### src/rtl/alu_issue_stage_pkg.sv
// Shared types for the ID/EX issue register: ALU opcodes, operand selects,
// forwarding source tags and the EX slot layout.
package alu_issue_stage_pkg;

    localparam int XLEN    = 32;
    localparam int REG_AW  = 5;
    localparam int NUM_SRC = 2;  // index 0 = rs1, index 1 = rs2

    typedef enum logic [3:0] {
        ALU_add, ALU_sub, ALU_sll, ALU_slt, ALU_sltu, ALU_xor,
        ALU_srl, ALU_sra, ALU_or, ALU_and, ALU_lui, ALU_copy
    } ALU_control_t;

    typedef enum logic { SRC1_RS1, SRC1_PC  } src1_sel_t;
    typedef enum logic { SRC2_RS2, SRC2_IMM } src2_sel_t;
    typedef enum logic [1:0] { FWD_NONE, FWD_MEM, FWD_WB } fwd_sel_t;

    localparam ALU_control_t ALU_NOP_CONTROL = ALU_add;

    typedef struct packed {
        ALU_control_t                          alu;
        logic [XLEN-1:0]                       pc;
        logic [NUM_SRC-1:0][XLEN-1:0]          rs_data;
        logic [XLEN-1:0]                       imm;
        src1_sel_t                             src1_sel;
        src2_sel_t                             src2_sel;
        logic [NUM_SRC-1:0][REG_AW-1:0]        rs_addr;
        logic [NUM_SRC-1:0]                    uses;
        logic [REG_AW-1:0]                     rd;
        logic                                  reg_write;
        logic                                  mem_read;
        logic                                  mem_write;
    } ex_slot_t;

    localparam ex_slot_t EX_SLOT_RST = '{
        alu: ALU_NOP_CONTROL, pc: '0, rs_data: '0, imm: '0,
        src1_sel: SRC1_RS1, src2_sel: SRC2_RS2, rs_addr: '0, uses: '0,
        rd: '0, reg_write: 1'b0, mem_read: 1'b0, mem_write: 1'b0
    };

    // A writer matches a source only for a live write to a nonzero register.
    function automatic logic reg_hit(input logic valid, input logic we,
                                     input logic [REG_AW-1:0] rd,
                                     input logic [REG_AW-1:0] rs);
        return valid & we & (rd == rs) & (rs != '0);
    endfunction

endpackage

### src/rtl/alu_issue_stage_operand_forward.sv
// Per-operand bypass selection: MEM result beats WB data beats the raw
// register value captured in the EX slot.
module operand_forward
    import alu_issue_stage_pkg::*;
#(
    parameter bit ENABLE = 1'b1
) (
    input  logic [REG_AW-1:0] rs_addr,
    input  logic [XLEN-1:0]   rs_raw,
    input  logic              mem_valid,
    input  logic              mem_reg_write,
    input  logic              mem_is_load,
    input  logic [REG_AW-1:0] mem_rd,
    input  logic [XLEN-1:0]   mem_result,
    input  logic              wb_valid,
    input  logic              wb_reg_write,
    input  logic [REG_AW-1:0] wb_rd,
    input  logic [XLEN-1:0]   wb_data,
    output fwd_sel_t          fwd_sel,
    output logic [XLEN-1:0]   fwd_data
);

    always_comb begin
        fwd_sel  = FWD_NONE;
        fwd_data = rs_raw;
        if (ENABLE) begin
            // A load in MEM has no data yet; the load-use stall covers it.
            if (reg_hit(mem_valid & ~mem_is_load, mem_reg_write, mem_rd, rs_addr)) begin
                fwd_sel  = FWD_MEM;
                fwd_data = mem_result;
            end else if (reg_hit(wb_valid, wb_reg_write, wb_rd, rs_addr)) begin
                fwd_sel  = FWD_WB;
                fwd_data = wb_data;
            end
        end
    end

endmodule

### src/rtl/alu_issue_stage.sv
// ID/EX boundary register feeding the ALU: valid/ready intake, load-use
// stalling, MEM/WB operand forwarding and operand selection.
module alu_issue_stage
    import alu_issue_stage_pkg::*;
#(
    parameter bit ENABLE_FORWARDING = 1'b1
) (
    input  logic              clk,
    input  logic              rst_n,
    input  logic              flush,
    input  logic              id_valid,
    output logic              id_ready,
    input  ALU_control_t      id_alu_control,
    input  logic [XLEN-1:0]   id_pc,
    input  logic [REG_AW-1:0] id_rs1_addr,
    input  logic [REG_AW-1:0] id_rs2_addr,
    input  logic [XLEN-1:0]   id_rs1_data,
    input  logic [XLEN-1:0]   id_rs2_data,
    input  logic [XLEN-1:0]   id_imm,
    input  src1_sel_t         id_src1_sel,
    input  src2_sel_t         id_src2_sel,
    input  logic              id_uses_rs1,
    input  logic              id_uses_rs2,
    input  logic [REG_AW-1:0] id_rd,
    input  logic              id_reg_write,
    input  logic              id_mem_read,
    input  logic              id_mem_write,
    input  logic              mem_valid,
    input  logic              mem_reg_write,
    input  logic              mem_is_load,
    input  logic [REG_AW-1:0] mem_rd,
    input  logic [XLEN-1:0]   mem_result,
    input  logic              wb_valid,
    input  logic              wb_reg_write,
    input  logic [REG_AW-1:0] wb_rd,
    input  logic [XLEN-1:0]   wb_data,
    output logic              ex_valid,
    input  logic              ex_ready,
    output ALU_control_t      ex_alu_control,
    output logic [XLEN-1:0]   ex_data1,
    output logic [XLEN-1:0]   ex_data2,
    output logic [XLEN-1:0]   ex_store_data,
    output logic [XLEN-1:0]   ex_pc,
    output logic [REG_AW-1:0] ex_rd,
    output logic              ex_reg_write,
    output logic              ex_mem_read,
    output logic              ex_mem_write
);

    ex_slot_t                       ex_slot_q, ex_slot_d, id_slot;
    logic                           ex_valid_q, ex_valid_d;
    logic                           accept, load_use, raw_stall, hazard;
    logic [NUM_SRC-1:0][REG_AW-1:0] id_rs_addr;
    logic [NUM_SRC-1:0]             id_uses;
    fwd_sel_t                       fwd_sel  [NUM_SRC];
    logic [NUM_SRC-1:0][XLEN-1:0]   fwd_data;

    assign id_rs_addr = {id_rs2_addr, id_rs1_addr};
    assign id_uses    = {id_uses_rs2, id_uses_rs1};

    for (genvar i = 0; i < NUM_SRC; i++) begin : g_fwd
        operand_forward #(.ENABLE(ENABLE_FORWARDING)) u_fwd (
            .rs_addr       (ex_slot_q.rs_addr[i]),
            .rs_raw        (ex_slot_q.rs_data[i]),
            .mem_valid     (mem_valid),
            .mem_reg_write (mem_reg_write),
            .mem_is_load   (mem_is_load),
            .mem_rd        (mem_rd),
            .mem_result    (mem_result),
            .wb_valid      (wb_valid),
            .wb_reg_write  (wb_reg_write),
            .wb_rd         (wb_rd),
            .wb_data       (wb_data),
            .fwd_sel       (fwd_sel[i]),
            .fwd_data      (fwd_data[i])
        );
    end

    always_comb begin
        load_use = 1'b0;
        raw_stall = 1'b0;
        for (int i = 0; i < NUM_SRC; i++) begin
            if (id_uses[i] && ex_valid_q && ex_slot_q.mem_read &&
                ex_slot_q.rd != '0 && id_rs_addr[i] == ex_slot_q.rd)
                load_use = 1'b1;
            // Without bypass paths every in-flight writer is a hazard.
            if (!ENABLE_FORWARDING && id_uses[i] &&
                (reg_hit(ex_valid_q, ex_slot_q.reg_write, ex_slot_q.rd, id_rs_addr[i]) ||
                 reg_hit(mem_valid, mem_reg_write, mem_rd, id_rs_addr[i]) ||
                 reg_hit(wb_valid, wb_reg_write, wb_rd, id_rs_addr[i])))
                raw_stall = 1'b1;
        end
        hazard   = load_use | raw_stall;
        id_ready = ~flush & (~ex_valid_q | ex_ready) & ~hazard;
        accept   = id_valid & id_ready;
    end

    always_comb begin
        id_slot           = EX_SLOT_RST;
        id_slot.alu       = id_alu_control;
        id_slot.pc        = id_pc;
        id_slot.rs_data   = {id_rs2_data, id_rs1_data};
        id_slot.imm       = id_imm;
        id_slot.src1_sel  = id_src1_sel;
        id_slot.src2_sel  = id_src2_sel;
        id_slot.rs_addr   = id_rs_addr;
        id_slot.uses      = id_uses;
        id_slot.rd        = id_rd;
        id_slot.reg_write = id_reg_write;
        id_slot.mem_read  = id_mem_read;
        id_slot.mem_write = id_mem_write;
    end

    always_comb begin
        ex_valid_d = ex_valid_q;
        ex_slot_d  = ex_slot_q;
        if (flush) begin
            ex_valid_d = 1'b0;
        end else if (accept) begin
            ex_valid_d = 1'b1;
            ex_slot_d  = id_slot;
        end else if (ex_valid_q && ex_ready) begin
            ex_valid_d = 1'b0;
        end else if (ex_valid_q) begin
            // Stalled: capture bypassed values before MEM/WB move on.
            for (int i = 0; i < NUM_SRC; i++)
                if (fwd_sel[i] != FWD_NONE)
                    ex_slot_d.rs_data[i] = fwd_data[i];
        end
    end

    always_ff @(posedge clk or negedge rst_n) begin
        if (!rst_n) begin
            ex_valid_q <= 1'b0;
            ex_slot_q  <= EX_SLOT_RST;
        end else begin
            ex_valid_q <= ex_valid_d;
            ex_slot_q  <= ex_slot_d;
        end
    end

    always_comb begin
        ex_valid       = ex_valid_q;
        ex_alu_control = ex_slot_q.alu;
        ex_data1       = (ex_slot_q.src1_sel == SRC1_PC)  ? ex_slot_q.pc  : fwd_data[0];
        ex_data2       = (ex_slot_q.src2_sel == SRC2_IMM) ? ex_slot_q.imm : fwd_data[1];
        ex_store_data  = fwd_data[1];
        ex_pc          = ex_slot_q.pc;
        ex_rd          = ex_slot_q.rd;
        ex_reg_write   = ex_valid_q & ex_slot_q.reg_write;
        ex_mem_read    = ex_valid_q & ex_slot_q.mem_read;
        ex_mem_write   = ex_valid_q & ex_slot_q.mem_write;
    end

endmodule
### config.mk
export PLATFORM = sky130hd
export DESIGN_NAME = alu_issue_stage
export DESIGN_NICKNAME = d
export VERILOG_FILES = /design/src/rtl/alu_issue_stage_pkg.sv /design/src/rtl/alu_issue_stage_operand_forward.sv /design/src/rtl/alu_issue_stage.sv
export SDC_FILE = /design/constraint.sdc
export NUM_CORES = 1
export LEC_CHECK = 0
export ABC_AREA = 1
export ABC_CLOCK_PERIOD_IN_PS = 2100
export CAP_MARGIN = 10
export CORE_UTILIZATION = 46
export DETAILED_ROUTE_END_ITERATION = 6
export GPL_ROUTABILITY_DRIVEN = 0
export HOLD_SLACK_MARGIN = 0.08
export MAX_ROUTING_LAYER = met4
export PLACE_DENSITY = 0.84
export SETUP_SLACK_MARGIN = 0.15
export SLEW_MARGIN = 30
export SYNTH_ARGS = -nofsm -noshare
export SYNTH_HDL_FRONTEND = slang
export SYNTH_SLANG_ARGS = --single-unit
### constraint.sdc
create_clock -name clk -period 2.1 [get_ports clk]
set_input_delay 0.42 -clock clk [delete_from_list [all_inputs] [get_ports clk]]
set_output_delay 0.42 -clock clk [all_outputs]
set_load 0.01 [all_outputs]
==> results of run 1 <==
[power by group]
part / switching (mW) / total [mW] / leakage, nW / internal, mW
registers: 0.600 / 4.22 / 1.93 / 3.62
logic: 4.53 / 9.14 / 7.75 / 4.60
clock network: 1.55 / 3.47 / 0.310 / 1.93
[flip-flops by register name, indices dropped and copies added (netlist names)]
name,cells
ex_slot_q,111
ex_rd,5
ex_pc,32
ex_valid,1
ex_alu_control,4
[metal layers]
layer	wire length (um)	share of wire (%)	track usage, %	vias up
met5	0	0	-	-
met4	5866	9.6	30.57	0
met3	8690	14	10.43	568
met2	26410	43	70.76	1548
met1	19930	33	49.90	6893
li1	-	-	-	5996
[final timing paths]
| path | startpoint | end | slack (ns) | cells after the start |
|---|---|---|---|---|
| max | wb_rd[2] | ex_data2[8] | -0.98 | 12 |
| min in group asynchronous | rst_n | ex_slot_q[32] | 0.49 | 2 |
| min | id_valid | ex_pc[12] | 0.39 | 3 |
| max in group asynchronous | rst_n | ex_slot_q[114] | 0.96 | 3 |
| max reg2reg | ex_slot_q[12] | ex_slot_q[59] | -0.91 | 21 |
| min reg2reg | ex_slot_q[52] | ex_slot_q[52] | 0.48 | 2 |
[kinds of logic (layout without fill, tap and decap cells)]
logic type      Yosys count  in the layout  share of synthesized area, %
simple gates           1065           1065                         42.49
mux                      64             64                         6.819
xor+xnor                  9              9                        0.7459
other cells               0              8                             0
flops                   153            153                         36.23
buf+inv                 284            793                         12.38
compound gates           21             21                         1.338
[final cells by class]
type                       count  area [um^2]  area share [%]
inverter                     139        524.3           2.683
sequential                   153         3840           19.65
antenna                        8        20.02          0.1024
multi-input combinational   1159         7102           36.34
clock buffer                  17        425.4           2.177
tap                          285        356.6           1.825
clock inverter                15        198.9           1.018
timing repair buffer         622         7074           36.20
[timing repair]
item / CTS / global route
pin swaps: 61 / 76
resized for setup: 790 / 237
cloned: 19 / 7
buffers inserted: 73 / 35
endpoints found under the setup margin: 180 / 230
endpoints found under the hold margin: 35 / 0
hold buffers: 1 / 0
[placed cells by master, fill, tap and decap left out, types with 4 or more instances in the layout]
cell,synthesis,final
nand2_1,683,517
dlygate4sd2_1,0,8
diode_2,0,8
nand2_8,0,4
buf_12,0,38
nor2_2,5,4
nand2_4,0,59
nand2_2,0,103
xnor2_2,0,5
buf_4,46,86
buf_8,0,9
dfrtp_1,153,144
mux2_2,64,17
nor2_4,2,14
mux2_4,0,47
inv_2,13,18
nand3_1,338,240
clkdlybuf4s50_1,0,270
o21ai_0,9,9
dfrtp_2,0,9
buf_16,0,18
inv_1,123,117
a21oi_1,7,6
nand3_4,1,10
nand3_2,2,91
inv_6,0,7
nor2_1,27,16
clkbuf_16,0,22
buf_6,0,184
[worst max-delay path: stages]
cell             delay [ns]
clkdlybuf4s50_1        0.50
xnor2_1                0.25
nand2_1                0.17
nor2_4                 0.17
buf_8                  0.15
buf_12                 0.16
buf_6                  0.11
nand3_1                0.13
nand3_2                0.12
nand2_2                0.08
mux2_4                 0.28
buf_6                  0.12
[metrics by stage]
step                std cells  util, %
finish                   2398    86.57
global route             2398    86.57
CTS                      2348    80.45
detailed placement       2223    67.37
global placement         2223    67.37
floorplan                1596        -
==> qor.yml, run 1 <==
job:
  cap_violations: 0
yosys:
  syn-num-nets: 1834
  synthTopCellsByArea: "dfrtp_1, nand2_1, nand3_1"
  ys_seq_area_share_pct: 36.23
  async_reset_ff_share_pct: 100.0
  yosysWarningCount: 0
  yosysTopAreaCell: "dfrtp_1"
  synth_common_cells: "nand2_1, nand3_1, dfrtp_1, inv_1, mux2_2"
  synth.most_common_cell: "nand2_1"
  ys_ff_latch: 153
  synth_area_per_cell_um2: 6.622
  synth_flop_cell: "dfrtp_1"
  yosysUniqueCellTypes: 27
  synth_top_area_share_pct: 36.23
  synthesis.instances: 1596
  syn_area_um2: 10570
  synth-edff-count: 0
grt:
  overflow: 0
  grt_pass1_wl_um: 78030
  grt_max_degree: 82
  grt_pass1_vias: 14160
  antenna_found_initial: 8
  grtUsageTotal_pct: 44.56
floorplanning:
  start_util_pct: 46.82
  die-height_um: 153.6
  die-area_um2: 23590
  ios: 380
  rows: 55
  fp.dieW_um: 153.6
  fp.coreArea_um2: 22570
clocking:
  worst_skew_pair.late_latency_ns: 0.44
  cts_made_buffers: 17
  cts_root_buffer: "clkbuf_16"
  cts.path.max_buffers: 2
  htreeDepth: 4
  tritoncts: "built"
  cts_sinks: 153
  clkSlewWorstSetupHoldPaths_ns: 0.07
power:
  p_per_area_nw_per_um2: 861.1
  total_power_mw: 16.83
  p_leak_nw: 9.995
  ir_drop_uv: 522.8
sta:
  slew_headroom_pct: 59.47
  finalCritPeriodShare_pct: 146.5
  fin_crit_ns: 3.077
  timing.hold.ws_ns: 0.3926
  rsz0062_at_grt: "yes"
  setup_viol_count_final: 160
  tightest_slew_ns: 0.6073
  fmax_mhz: 325.0
  fin_ws_ns: -0.9773
  finalSetupTns_ns: -103.26
  drv_slew: 0
  hold_viol_final: 0
  finClkSkew_ns: 0.01223
layout:
  n_fill_cell: 1070
  fin_nets: 2330
  syn2layout_area_growth_pct: 84.89
  drive_gt1_share_pct: 36.39
  finalInstanceArea_um2: 19540
drt:
  drtIter0Drc: 2238
  routedWlPerCell_um: 25.40
  drc: 60
  wirelength_um: 60900
  dr.pass1.iters: 7
  antenna_left: 0
  num_vias: 15010
  viasPerCell: 6.257
critical_path:
  cp-end-kind: "output port"
  arrival_ns: 2.66
  crit_required_ns: 1.68
  crit_path_start_kind: "primary input"
  path_class: "primary input to output port"
  crit_fanout: 8
outcome:
  status: "finished with violations"
  violations: "DRC, setup timing"
placement:
  dp_worst_setup_slack_ns: -1.070
  hpwlAfterDp_um: 28900
  post_dp_cell_area_um2: 15210
  portBuffers: 379
worst_hold_path:
  hold_path_class: "primary input to register"
(Power assumes the default switching activity.)
==> inputs of run 2 (changes only) <==
--- a/config.mk
+++ b/config.mk
@@ -11,6 +11,7 @@
 export CORE_UTILIZATION = 46
 export DETAILED_ROUTE_END_ITERATION = 6
 export GPL_ROUTABILITY_DRIVEN = 0
+export GPL_TIMING_DRIVEN = 0
 export HOLD_SLACK_MARGIN = 0.08
 export MAX_ROUTING_LAYER = met4
 export PLACE_DENSITY = 0.84
==> run 2 against run 1 <==
The run still ends with DRC, setup timing left. Fmax down 1.1%. Design area shrank 1.4%. Clock power increased by 1%. Sequential cell count is the same. Clock skew shrank 0.0017 ns. Worst setup slack got worse by 0.033 ns. Via count rose by 2.4%. Clock-buffer cell count is 1 higher. Highest routed layer unchanged.
==> qor.yml, run 2 (synthesis results as in run 1) <==
outcome:
  status: "finished with violations"  # unchanged
  violations: "DRC, setup timing"  # unchanged
sta:
  hold_viol_final: 0  # unchanged
  timing.hold.ws_ns: 0.4330  # was 0.3926 ns
  setup_viol_count_final: 192  # was 160
  fin_crit_ns: 3.110  # was 3.077 ns
  rsz0062_at_grt: "yes"  # unchanged
  tightest_slew_ns: 1.183  # was 0.6073 ns
  drv_slew: 0  # unchanged
  fin_ws_ns: -1.010  # was -0.9773 ns
  fmax_mhz: 321.5  # was 325.0 MHz
  finClkSkew_ns: 0.01055  # was 0.01223 ns
  finalCritPeriodShare_pct: 148.1  # was 146.5%
  slew_headroom_pct: 21.15  # was 59.47%
grt:
  grtUsageTotal_pct: 43.26  # was 44.56%
  overflow: 0  # unchanged
  grt_pass1_vias: 13810  # was 14160
  grt_max_degree: 84  # was 82
  antenna_found_initial: 3  # was 8
  grt_pass1_wl_um: 75440  # was 78030 um
power:
  p_per_area_nw_per_um2: 861.3  # was 861.1 nW/um^2
  seqPwrFrac_pct: 25.3  # was 25.1%
  clkPwrFrac_pct: 21.1  # was 20.6%
  sw_frac_of_total_pct: 39.13  # was 39.69%
  p_switching_mw: 6.494  # was 6.679 mW
  p_leak_nw: 9.949  # was 9.995 nW
  comb_power_share_pct: 53.6  # was 54.3%
  ir_drop_uv: 562.9  # was 522.8 uV
  internal_power_mw: 10.10  # was 10.15 mW
clocking:
  cts.path.max_buffers: 2  # unchanged
  cts_made_buffers: 17  # unchanged
  cts_root_buffer: "clkbuf_16"  # unchanged
  worst_skew_pair.late_latency_ns: 0.45  # was 0.44 ns
  tritoncts: "built"  # unchanged
  clkSlewWorstSetupHoldPaths_ns: 0.07  # about the same
  cts_sinks: 153  # unchanged
  htreeDepth: 4  # unchanged
floorplanning:
  fp.dieW_um: 153.6  # unchanged
  die-area_um2: 23590  # unchanged
  fp.coreArea_um2: 22570  # unchanged
  die-height_um: 153.6  # unchanged
  start_util_pct: 46.82  # unchanged
  rows: 55  # unchanged
  ios: 380  # unchanged
layout:
  mostFrequentLayoutCells: "nand2_1, clkdlybuf4s50_1, nand3_1"  # unchanged
  largest_register_ffs: 111  # unchanged
  syn2layout_area_growth_pct: 82.31  # was 84.89%
  multi_input_area_um2: 7002  # was 7102 um^2
  regArea_um2: 3837  # was 3840 um^2
  n_fill_cell: 1166  # was 1070
  regMostFlops: "ex_slot_q"  # unchanged
  drive_gt1_share_pct: 34.65  # was 36.39%
  finalInstanceArea_um2: 19270  # was 19540 um^2
  layout.cells.non_filler: 2438  # was 2398
  final_common_cell: "nand2_1"  # unchanged
  fin_nets: 2377  # was 2330
placement:
  hpwlAfterDp_um: 32540  # was 28900 um
  post_dp_cell_area_um2: 14870  # was 15210 um^2
  dp.cells: 2261  # was 2223
  portBuffers: 379  # unchanged
  dp_worst_setup_slack_ns: -1.511  # was -1.070 ns
drt:
  viasPerCell: 6.303  # was 6.257
  dr.pass1.iters: 7  # unchanged
  routedWlPerCell_um: 24.46  # was 25.40 um
  wirelength_um: 59640  # was 60900 um
  drc: 5  # was 60
  antenna_left: 0  # unchanged
  num_vias: 15370  # was 15010
  drtIter0Drc: 2239  # was 2238
critical_path:
  cp_slowest_stage_delay_ns: 0.44  # was 0.50 ns
  crit_path_cell_trace: "inv_1, nand2_2, nor2_4, buf_6, nor2_4, buf_12, buf_4, buf_8, nand3_1, nand3_2, nand2_2, mux2_4, buf_6"  # was clkdlybuf4s50_1, xnor2_1, nand2_1, nor2_4, buf_8, buf_12, buf_6, nand3_1, nand3_2, nand2_2, mux2_4, buf_6
  reg2reg_from: "ex_slot_q[13]"  # was ex_slot_q[12]
  arrival_ns: 2.69  # was 2.66 ns
  crit_required_ns: 1.68  # about the same
  crit_path_top_delay_cell: "dfrtp_1"  # was clkdlybuf4s50_1
  path_class: "register to output port"  # was primary input to output port
  crit_fanout: 5  # was 8
  cp-end-kind: "output port"  # unchanged
  r2r-end: "ex_slot_q[63]"  # was ex_slot_q[59]
  r2r_cells: 18  # was 21
  rrSetupSlack_ns: -0.67  # was -0.91 ns
  crit_path_start_kind: "register"  # was primary input
worst_hold_path:
  whs_endpoint: "ex_slot_q[10]"  # was ex_pc[12]
  hp-start: "id_rs1_addr[0]"  # was id_valid
  whs_path_depth: 3  # unchanged
  hold_path_class: "primary input to register"  # unchanged
job:
  cap_violations: 0  # unchanged
-- run 2: changes by cell type in the layout (fill, tap and decap cells not counted), sizes merged, moves of 2 or more --
cell,previous run,this run
dlygate4sd2,8,14
buf,335,347
clkdlybuf4s50,270,264
inv,146,141
clkinvlp,0,2
clkbuf,22,58
diode,8,3
-- run 2: worst max-delay path by stage --
stage | from | to | slack, ns | cells past startpoint
after CTS | ex_slot_q[15] | ex_data2[16] | -0.78 | 14
after global placement | rst_n | ex_alu_control[0] | -5.82 | 1
after global routing | ex_slot_q[21] | ex_data1[20] | -0.98 | 4
after detailed placement | mem_rd[2] | ex_data1[11] | -1.51 | 12
final | ex_slot_q[17] | ex_data2[2] | -1.01 | 13
after floorplan | ex_slot_q[14] | ex_data1[10] | 0.14 | 9
-- run 2: through the flow --
| stage | TNS [ns] | power, mW | util [%] |
|---|---|---|---|
| 2_1_floorplan | 0 | 7.212 | - |
| 5_1_grt | -124.01 | 17.06 | 85.37 |
| 4_1_cts | -66.00 | 14.80 | 78.49 |
| 3_3_place_gp | -1087.80 | 10.04 | 65.72 |
| 3_5_place_dp | -209.22 | 10.16 | 65.86 |
| 6_report | -116.00 | 16.60 | 85.37 |
-- run 2: what timing repair did --
action / CTS / global route
hold endpoints to repair: 70 / 0
pin swaps: 75 / 77
setup buffers: 80 / 41
gates cloned: 12 / 10
setup endpoints to repair: 256 / 261
resized for setup: 815 / 251
hold buffers: 1 / 0
-- run 2: layer usage --
layer	GRT usage (%)	vias up	wire, um
li1	-	6088	-
met1	50.37	7065	19180
met2	68.35	1625	26380
met3	8.568	589	8090
met4	28.00	0	5990
met5	-	-	0
-- run 2: area by class of cell --
| class | count | area share (%) |
|---|---|---|
| inverters | 139 | 2.721 |
| plain buffers | 145 | 6.455 |
| clock buffers | 18 | 2.279 |
| flip-flops and latches | 153 | 19.92 |
| multi-input cells | 1159 | 36.34 |
| well taps | 285 | 1.851 |
| clock inverters | 12 | 0.9870 |
| repair buffers | 524 | 29.42 |
| diodes | 3 | 0.03896 |
-- run 2: worst max-delay path, delay by kind of cell, from the launching register on --
kind                   cells  cell delay (ns)
flip-flops                 1             0.44
multiplexers               1             0.29
buffers and inverters      6             0.83
AND/OR/NAND/NOR            6             0.67
-- run 2: power groups by stage --
| stage | combinational, mW | sequential (mW) | clock, mW |
|---|---|---|---|
| after floorplan | 3.25 | 3.96 | 0 |
| after global placement | 5.97 | 4.07 | 0 |
| after detailed placement | 6.06 | 4.10 | 0 |
| after CTS | 7.33 | 4.06 | 3.41 |
| after global routing | 9.26 | 4.23 | 3.57 |
| final | 8.89 | 4.20 | 3.51 |
